===== src/rtl/atm_keypad_pkg.sv =====
// Shared constants, state encoding and range limits for the ATM keypad entry block.
package atm_keypad_pkg;

  localparam logic [3:0] KEY_CLEAR  = 4'hA;
  localparam logic [3:0] KEY_ENTER  = 4'hB;
  localparam logic [3:0] KEY_CANCEL = 4'hC;

  localparam int ACC_W    = 14;
  localparam int CNT_W    = 3;
  localparam int CARD_MAX = 4095;
  localparam int PIN_MAX  = 255;

  typedef enum logic [1:0] {
    CARD_ENTRY,
    CARD_SEND,
    PIN_ENTRY,
    PIN_SEND
  } keypadState_t;

  function automatic logic isDigit(input logic [3:0] code);
    return code <= 4'd9;
  endfunction

endpackage


===== src/rtl/atm_keypad_entry_decimal_accumulator.sv =====
// Decimal accumulator: acc = acc*10 + digit with a digit counter capped at a
// per-field limit; clear has priority over a digit in the same cycle.
module decimal_accumulator
  import atm_keypad_pkg::*;
(
  input  logic             clk,
  input  logic             reset,
  input  logic             clear,
  input  logic             digitValid,
  input  logic [3:0]       digit,
  input  logic [CNT_W-1:0] limit,
  output logic [ACC_W-1:0] acc,
  output logic [CNT_W-1:0] count
);

  logic [ACC_W-1:0] accTimesTen;

  // The digit limit bounds the value, so the 14-bit product never wraps.
  assign accTimesTen = (acc << 3) + (acc << 1);

  // NOTE: non-blocking assignments so every flop samples pre-edge values.
  always_ff @(posedge clk) begin
    if (reset || clear) begin
      acc   <= '0;
      count <= '0;
    end else if (digitValid && (count < limit)) begin
      acc   <= accTimesTen + ACC_W'(digit);
      count <= count + 1'b1;
    end
  end

endmodule


===== src/rtl/atm_keypad_entry.sv =====
// Keypad front-end: card number then PIN, range-checked and handed off over valid/ready.
// Optional inactivity abort is built when KEYPAD_TIMEOUT_EN is defined.
module atm_keypad_entry
  import atm_keypad_pkg::*;
#(
  parameter int CARD_DIGITS    = 4,
  parameter int PIN_DIGITS     = 3,
  parameter int TIMEOUT_CYCLES = 1000
) (
  input  logic             clk,
  input  logic             reset,
  input  logic             key_valid,
  input  logic [3:0]       key_code,
  input  logic             out_ready,
  output logic             out_valid,
  output logic             out_is_pin,
  output logic [11:0]      card_number,
  output logic [7:0]       pin_number,
  output logic [CNT_W-1:0] digit_count,
  output logic             entry_error,
  output logic             timeout,
  output logic             cancel
);

  localparam logic [CNT_W-1:0] CARD_CNT = CNT_W'(CARD_DIGITS);
  localparam logic [CNT_W-1:0] PIN_CNT  = CNT_W'(PIN_DIGITS);

  keypadState_t     state;
  logic             inEntry;
  logic             keyDigit;
  logic             keyClear;
  logic             keyEnter;
  logic             keyCancel;
  logic             enterOk;
  logic             handshake;
  logic             accClear;
  logic             timeoutFire;
  logic [CNT_W-1:0] limit;
  logic [ACC_W-1:0] acc;
  logic [ACC_W-1:0] rangeMax;

  assign inEntry   = (state == CARD_ENTRY) || (state == PIN_ENTRY);
  assign keyDigit  = inEntry && key_valid && isDigit(key_code);
  assign keyClear  = inEntry && key_valid && (key_code == KEY_CLEAR);
  assign keyEnter  = inEntry && key_valid && (key_code == KEY_ENTER);
  assign keyCancel = inEntry && key_valid && (key_code == KEY_CANCEL);
  assign handshake = out_valid && out_ready;

  assign limit    = (state == PIN_ENTRY) ? PIN_CNT : CARD_CNT;
  assign rangeMax = (state == PIN_ENTRY) ? ACC_W'(PIN_MAX) : ACC_W'(CARD_MAX);
  assign enterOk  = (digit_count != '0) && (digit_count == limit) && (acc <= rangeMax);

  // A successful ENTER keeps acc until the handshake, where it clears.
  assign accClear = keyClear || keyCancel || (keyEnter && !enterOk) || handshake || timeoutFire;

  decimal_accumulator u_acc (
    .clk        (clk),
    .reset      (reset),
    .clear      (accClear),
    .digitValid (keyDigit),
    .digit      (key_code),
    .limit      (limit),
    .acc        (acc),
    .count      (digit_count)
  );

`ifdef KEYPAD_TIMEOUT_EN
  localparam int TIMER_W = $clog2(TIMEOUT_CYCLES + 1);

  logic [TIMER_W-1:0] idleTimer;
  logic               timerRun;
  logic               keyAccepted;

  assign keyAccepted = inEntry && key_valid && (key_code <= KEY_CANCEL);
  assign timerRun    = (state == PIN_ENTRY) || ((state == CARD_ENTRY) && (digit_count != '0));
  assign timeoutFire = timerRun && !keyAccepted && (idleTimer == TIMER_W'(TIMEOUT_CYCLES - 1));

  always_ff @(posedge clk) begin
    if (reset) begin
      idleTimer <= '0;
      timeout   <= 1'b0;
    end else begin
      timeout <= timeoutFire;
      if (!timerRun || keyAccepted || timeoutFire) idleTimer <= '0;
      else                                          idleTimer <= idleTimer + 1'b1;
    end
  end
`else
  assign timeoutFire = 1'b0;
  assign timeout     = 1'b0;
`endif

  always_ff @(posedge clk) begin
    if (reset) begin
      state       <= CARD_ENTRY;
      out_valid   <= 1'b0;
      out_is_pin  <= 1'b0;
      card_number <= '0;
      pin_number  <= '0;
      entry_error <= 1'b0;
      cancel      <= 1'b0;
    end else begin
      entry_error <= 1'b0;
      cancel      <= 1'b0;
      case (state)
        CARD_ENTRY, PIN_ENTRY: begin
          if (timeoutFire || keyCancel) begin
            cancel      <= keyCancel;
            card_number <= '0;
            pin_number  <= '0;
            state       <= CARD_ENTRY;
          end else if (keyEnter) begin
            if (!enterOk) begin
              entry_error <= 1'b1;
            end else if (state == CARD_ENTRY) begin
              card_number <= acc[11:0];
              out_valid   <= 1'b1;
              out_is_pin  <= 1'b0;
              state       <= CARD_SEND;
            end else begin
              pin_number <= acc[7:0];
              out_valid  <= 1'b1;
              out_is_pin <= 1'b1;
              state      <= PIN_SEND;
            end
          end
        end
        CARD_SEND: begin
          if (handshake) begin
            out_valid <= 1'b0;
            state     <= PIN_ENTRY;
          end
        end
        PIN_SEND: begin
          if (handshake) begin
            out_valid  <= 1'b0;
            out_is_pin <= 1'b0;
            state      <= CARD_ENTRY;
          end
        end
        default: state <= CARD_ENTRY;
      endcase
    end
  end

endmodule


===== config.mk =====
export PLATFORM = sky130hd
export DESIGN_NAME = atm_keypad_entry
export DESIGN_NICKNAME = d
export VERILOG_FILES = /design/src/rtl/atm_keypad_pkg.sv /design/src/rtl/atm_keypad_entry_decimal_accumulator.sv /design/src/rtl/atm_keypad_entry.sv
export SDC_FILE = /design/constraint.sdc
export NUM_CORES = 1
export LEC_CHECK = 0
export ABC_AREA = 1
export CAP_MARGIN = 20
export CORE_ASPECT_RATIO = 0.5
export CORE_MARGIN = 2
export CORE_UTILIZATION = 59
export DETAILED_ROUTE_END_ITERATION = 6
export PLACE_DENSITY = 0.84
export RECOVER_POWER = 50
export SYNTH_ARGS = -nofsm -noshare
export SYNTH_HDL_FRONTEND = slang
export SYNTH_SLANG_ARGS = --single-unit

===== constraint.sdc =====
create_clock -name clk -period 4.9 [get_ports clk]
set_input_delay 0.49 -clock clk [delete_from_list [all_inputs] [get_ports clk]]
set_output_delay 0.49 -clock clk [all_outputs]
set_load 0.01 [all_outputs]

## After elaboration in Yosys (flattened, before gate mapping)

Index checks and enable logic that the tools add are counted.

| word-level totals | value |
|---|---|
| register bits | 43 |
| bits of input ports | 8 |
| output and inout port bits | 28 |
| word-level logic and storage cells | 93 |

| cells by class | value |
|---|---|
| add/sub/neg operators | 3 |
| magnitude comparators | 3 |
| equality and inequality tests | 16 |
| muxes and demuxes | 29 |
| bitwise logic cells | 2 |
| reduce and logical (&&, ||, !) cells | 31 |

Operator list:

| operator | count |
|---|---|
| 2-to-1 mux 12 bit | 5 |
| 2-to-1 mux 8 bit | 4 |
| AND reduction 4 bit | 4 |
| adder 14 bit | 1 |
| adder 14 x 4 -> 14 bit | 1 |
| less-or-equal comparator 14 x 12 -> 1 bit | 1 |
| equality test 4 bit (second input constant) | 3 |
| 2-to-1 mux 2 bit | 6 |
| inequality test 2 bit (second input constant) | 6 |
| logical AND 1 bit | 10 |
| 2-to-1 mux 1 bit | 10 |
| nonzero test 2 bit | 4 |
| inequality test 3 bit (second input constant) | 2 |
| case mux 2 bit (3 select lines) | 1 |
| OR reduction 2 bit | 3 |
| logical OR 1 bit | 5 |
| AND reduction 5 bit | 1 |
| equality test 2 bit (second input constant) | 2 |
| less-or-equal comparator 4 bit (second input constant) | 1 |
| case mux 1 bit (2 select lines) | 2 |
| OR reduction 4 bit | 1 |
| adder 3 x 1 -> 3 bit (second input constant) | 1 |
| equality test 3 bit | 1 |
| < comparator 3 bit | 1 |
| 7 further kinds | 8 |

## Longest topological paths before layout

| depth | value |
|---|---|
| depth after elaboration | 10 |
| mapped depth | 13 |
| mapped depth without buffers | 13 |

## Cells and area by module

From an unflattened synthesis, not the netlist that was laid out.

| unflattened totals | value |
|---|---|
| cell total of the unflattened synthesis | 435 |
| area, all modules | 3069.2 um2 |

By module, submodules not included:

| module | instances | cells each | area each (um2) | seq. area each (um2) |
|---|---|---|---|---|
| atm_keypad_entry | 1 | 210 | 1557.7 | 520.5 |
| decimal_accumulator | 1 | 225 | 1511.4 | 340.3 |

## Worst setup path before layout

No wires, ideal clock.

| path | value |
|---|---|
| path type | input port to flip-flop |
| start | input key_code[3] |
| end | register u_acc.acc[8] |
| library setup time | 66 ps |
| data arrival time | 2093 ps |
| required time | 4834 ps |
| path slack | 2741 ps |
| cell stages on the path | 8 |
| path buffers | 0 |
| path through | fa_1 > fa_1 > nand3_1 > nand2_1 > a21oi_1 > xnor2_1 > nand2_1 > a21oi_2 |

| between the ends | value |
|---|---|
| cells in the longest elaborated chain, start to end | 6 |
| elaborated cells on any way between the ends | 15 |
| classes of those cells | add/sub: 1; order compare: 1; eq/ne: 3; reduce/logical: 10 |

Ends and longest elaborated chain:

| what | RTL line | source |
|---|---|---|
| from (decl) | atm_keypad_entry.sv:13 | `input logic [3:0] key_code,` |
| branches (longest 6 deep; another with adder 14 x 4 -> 14 bit) | n/a |  |
| to (signal assigned) | atm_keypad_entry_decimal_accumulator.sv:27 | `acc <= accTimesTen + ACC_W'(digit);` |
| to (decl) | atm_keypad_entry_decimal_accumulator.sv:12 | `output logic [ACC_W-1:0] acc,` |

Parallel ways; which one is timed is not known.
A chain may end at the register's enable or synchronous reset.

## Final worst setup path

| path | value |
|---|---|
| start | register state[0] |
| end | register card_number[10] |

| between the ends | value |
|---|---|
| cells in the longest elaborated chain, start to end | 7 |
| elaborated cells on any way between the ends | 18 |
| classes of those cells | order compare: 1; eq/ne: 2; mux: 3; reduce/logical: 12 |

Ends and longest elaborated chain:

| what | RTL line | source |
|---|---|---|
| from (decl) | atm_keypad_entry.sv:28 | `keypadState_t state;` |
| from (signal assigned) | atm_keypad_entry.sv:95 | `state <= CARD_ENTRY;` |
| from (signal assigned) | atm_keypad_entry.sv:111 | `state <= CARD_ENTRY;` |
| from (signal assigned) | atm_keypad_entry.sv:119 | `state <= CARD_SEND;` |
| branches (longest 7 deep; another with less-or-equal comparator 14 x 12 -> 1 bit) | n/a |  |
| to (signal assigned) | atm_keypad_entry.sv:116 | `card_number <= acc[11:0];` |
| to (decl) | atm_keypad_entry.sv:17 | `output logic [11:0] card_number,` |

Parallel ways; which one is timed is not known.

==> flow_metrics.py <==
metrics = {
    "logic_synthesis": {
        "synth_largest_type_area_fraction_pct": 30.9,
        "ys_warn_count": 0,
        "post-synth-top-area-cell": "dfxtp_1",
        "mappedNetlistNets": 426,
        "synth.distinct_cells": 35,
        "sequential_to_total_area_share_from_yosys_stat_pct": 30.9,
        "synthCells": 383,
        "yosys_register_bits": 43,
        "syn_area_mm2": 0.00279,
        "postSynthAreaPerCell_um2": 7.27,
        "synth_top_cells_by_area": "dfxtp_1 31%, nand2_1 16%, ha_1 15%, nand3_1 7.2%, a21oi_1 6.8%",
    },
    "clock_tree": {
        "clock_tree.root_cell": "clkbuf_8",
        "cts_buffers": 5,
        "cts_tree": "built",
        "cts_num_sinks": 43,
        "cts.path.max_buffers": 2,
        "clk_transition_reported_paths_ns": 0.09,
        "cts_hold_buf": 0,
        "cts_repair_resize_count": 0,
        "number_of_post_cts_setup_repair_buffers": 0,
        "clock_insertion_delay_worst_skew_ns": 0.31,
        "clock_tree.htree_level_count": 2,
    },
    "critical_path": {
        "critical_path_class": "register to register",
        "path_max_fanout": 10,
        "critPathLaunchType": "register",
        "cp_cell_sequence": "inv_1 > ha_1 > ha_1 > inv_1 > nor2_1 > nand3_1 > nand2_1 > nand2_1 > nand3_1 > nand2_1 > nand2_1 > nand2_1 > a21oi_1",
        "path_buf_inv": 2,
        "critical-path-top-delay-family": "simple AND/OR/NAND/NOR gates",
        "cp_data_arrival_time_ns": 3.08,
        "r2r_end": "card_number[10]$_SDFFE_PP0P_",
        "r2r_cells": 13,
        "crit_top_cell": "nand2_1",
        "critical_path.startpoint": "state[0]$_SDFFE_PP0P_",
        "standard_cell_with_the_maximum_stage_delay_on_the_critical_path": "dfxtp_1",
        "worst_setup_path_end_kind": "register",
        "max_stage_delay_ns": 0.41,
        "critical_path.reg2reg.startpoint": "state[0]$_SDFFE_PP0P_",
        "cp-endpoint": "card_number[10]$_SDFFE_PP0P_",
        "worst-endpoint-required_ns": 5.14,
        "r2r_setup_slack_ns": 2.06,
        "crit_cells": 13,
    },
    "place": {
        "detailed_place.area_mm2": 0.00315,
        "worst_setup_slack_post_dpl_ns": 2.05,
        "post-dp-hpwl_mm": 4.98,
        "place.gp.congestion": 0.885,
        "io_buffers": 34,
    },
    "timing": {
        "max_slew.worst_pin.slew_ns": 0.699,
        "setup_violations": 0,
        "clock-skew-final_ns": 0.0103,
        "tcrit_tclk_final_pct": 57.9,
        "hold_violations": 0,
        "final.min_clock_period_ns": 2.84,
        "max_freq_ghz": 0.352,
        "max_slew_margin_pct": 53.3,
        "timing_max_transition_violations_final": 0,
        "grt_setup_unrepaired": "no",
        "fin_tns_setup_ns": 0,
        "postLayoutSetupSlackWorst_ns": 2.06,
    },
    "final_layout": {
        "final_net_count": 460,
        "drive_above_1_share_pct": 7.18,
        "layout.cell_area.non_filler_mm2": 0.00322,
        "antenna_cells_inserted": 0,
        "fin_util_pct": 72.2,
        "area.growth.synth_to_final_pct": 15.7,
    },
    "floorplanning": {
        "initial_utilization_pct": 62.4,
        "fp.dieW_um": 101,
        "number_of_placed_i_o_pins": 36,
        "die_area_mm2": 0.00532,
        "core.rowCount": 17,
        "chipHeight_um": 52.6,
        "core_region_area_mm2": 0.00447,
    },
    "routing": {
        "drt_iter0_drcs": 141,
        "drt_drc_violations_left": 0,
        "route.vias.total": 2608,
        "route.antenna.remaining_nets": 0,
        "routed_wirelength_mm": 6.56,
        "vias_per_cell": 5.49,
        "wl_per_cell_um": 13.8,
        "dr.pass1.iters": 4,
    },
    "hold_path": {
        "hold_path_depth": 2,
        "hp-class": "register to register",
    },
    "global_route": {
        "first_global_vias": 2290,
        "grt_first_pass_wirelength_mm": 10.8,
        "global_route.usage.total_pct": 26.5,
        "global_route.overflow_total": 0,
        "grt_antenna_before_repair": 0,
        "grt_max_degree": 26,
    },
    "outcome": {
        "status": "completed",
    },
    "power": {
        "power_density_mw_per_mm2": 324,
        "vdd_drop_max_mv": 0.162,
        "power.leakage_nw": 1.57,
    },
    "job": {
        "cap_violations": 0,
    },
}
## cell usage after synthesis, drive strengths merged
library cell,number
nand4,2
ha,33
clkbuf,2
nand2,125
nor4,1
nor2,20
a21oi,43
o21bai,1
nand3,43
buf,5
conb,1
or2,1
xnor2,3
nor3,6
dfxtp,43
o211ai,2
inv,36
o21ai,5
xor2,5
fa,2
nor3b,1
a31oi,2
a21o,1
## layout make-up
| type | instances | area (um^2) |
|---|---|---|
| inverter | 36 | 135 |
| timing repair buffer | 34 | 340 |
| multi-input combinational | 297 | 1700 |
| clock inverter | 3 | 43.8 |
| fill | 359 | 1240 |
| sequential | 43 | 861 |
| clock buffer | 5 | 68.8 |
| tap | 57 | 71.3 |
## per-stage QoR
step | cells | total power [mW] | hold WS (ns)
3_5_place_dp | 467 | 0.775 | 0.459
6_report | 475 | 1.04 | 0.464
4_1_cts | 475 | 1.06 | 0.472
3_3_place_gp | 467 | 0.758 | 0.450
5_1_grt | 475 | 1.11 | 0.487
2_1_floorplan | 383 | 0.684 | 0.477
## per-layer routing
layer	vias to the layer above	track usage (%)	routed length [um]
li1	1326	-	-
met1	1197	35.2	3170
met2	76	43.6	2930
met3	9	5.07	365
met4	0	9.23	95
met5	-	0	0
## worst register-to-register path: stages, from the launching register on
cell	delay [ns]
dfxtp_1	0.41
inv_1	0.10
ha_1	0.33
ha_1	0.35
inv_1	0.06
nor2_1	0.12
nand3_1	0.09
nand2_1	0.07
nand2_1	0.07
nand3_1	0.30
nand2_1	0.24
nand2_1	0.32
nand2_1	0.15
a21oi_1	0.18
## layout by cell type (no fill, tap or decap)
| cell | n |
|---|---|
| nand3_1 | 42 |
| nand3_2 | 1 |
| o211ai_1 | 2 |
| nor2_4 | 2 |
| clkbuf_8 | 5 |
| nand2_1 | 121 |
| nand2_2 | 3 |
| conb_1 | 1 |
| nor2_2 | 1 |
| nor3b_2 | 1 |
| dfxtp_1 | 43 |
| o21ai_0 | 5 |
| a21oi_1 | 38 |
| fa_1 | 2 |
| bufinv_16 | 1 |
| o21bai_1 | 1 |
| nand2_4 | 1 |
| xor2_1 | 5 |
| nor4_1 | 1 |
| nor3_2 | 2 |
| a21o_1 | 1 |
| clkinv_2 | 1 |
| dlygate4sd3_1 | 27 |
| xnor2_1 | 3 |
| clkinv_4 | 1 |
| a31oi_1 | 2 |
| or2_2 | 1 |
| nor2_1 | 17 |
| nand4_1 | 2 |
| inv_2 | 5 |
| nor3_1 | 4 |
| ha_1 | 33 |
| a21oi_2 | 5 |
| inv_1 | 31 |
| clkdlybuf4s50_1 | 7 |
## flip-flops by register name, indices dropped and copies added (netlist names)
signal / count
entry_error: 1
state: 2
cancel: 1
card_number: 12
u_acc.count: 3
u_acc.acc: 14
pin_number: 8
out_is_pin: 1
out_valid: 1
## power breakdown
part	total [mW]	internal (mW)	leakage [nW]	switching [mW]
clock network	0.281	0.152	0.0581	0.129
logic	0.348	0.125	1.16	0.224
registers	0.415	0.377	0.348	0.0385
## logic make-up after synthesis
group,count (synthesis),synth area share [%]
fa+ha+maj,35,16.3
xor+xnor,8,2.52
other cells,1,0.135
buf+inv,43,6.51
flops,43,30.9
simple gates,199,32.8
compound gates,54,10.8
## how the worst min path moves through the flow
stage	from	to	slack, ns
6_report	pin_number[4]$_SDFFE_PP0P_	pin_number[4]$_SDFFE_PP0P_	0.46
5_1_grt	out_is_pin$_SDFFE_PP0P_	out_is_pin$_SDFFE_PP0P_	0.49
4_1_cts	pin_number[4]$_SDFFE_PP0P_	pin_number[4]$_SDFFE_PP0P_	0.47
3_5_place_dp	pin_number[4]$_SDFFE_PP0P_	pin_number[4]$_SDFFE_PP0P_	0.46
3_3_place_gp	out_is_pin$_SDFFE_PP0P_	out_is_pin$_SDFFE_PP0P_	0.45
2_1_floorplan	u_acc.acc[11]$_SDFFE_PP0P_	u_acc.acc[11]$_SDFFE_PP0P_	0.48
(Power assumes the default switching activity.)
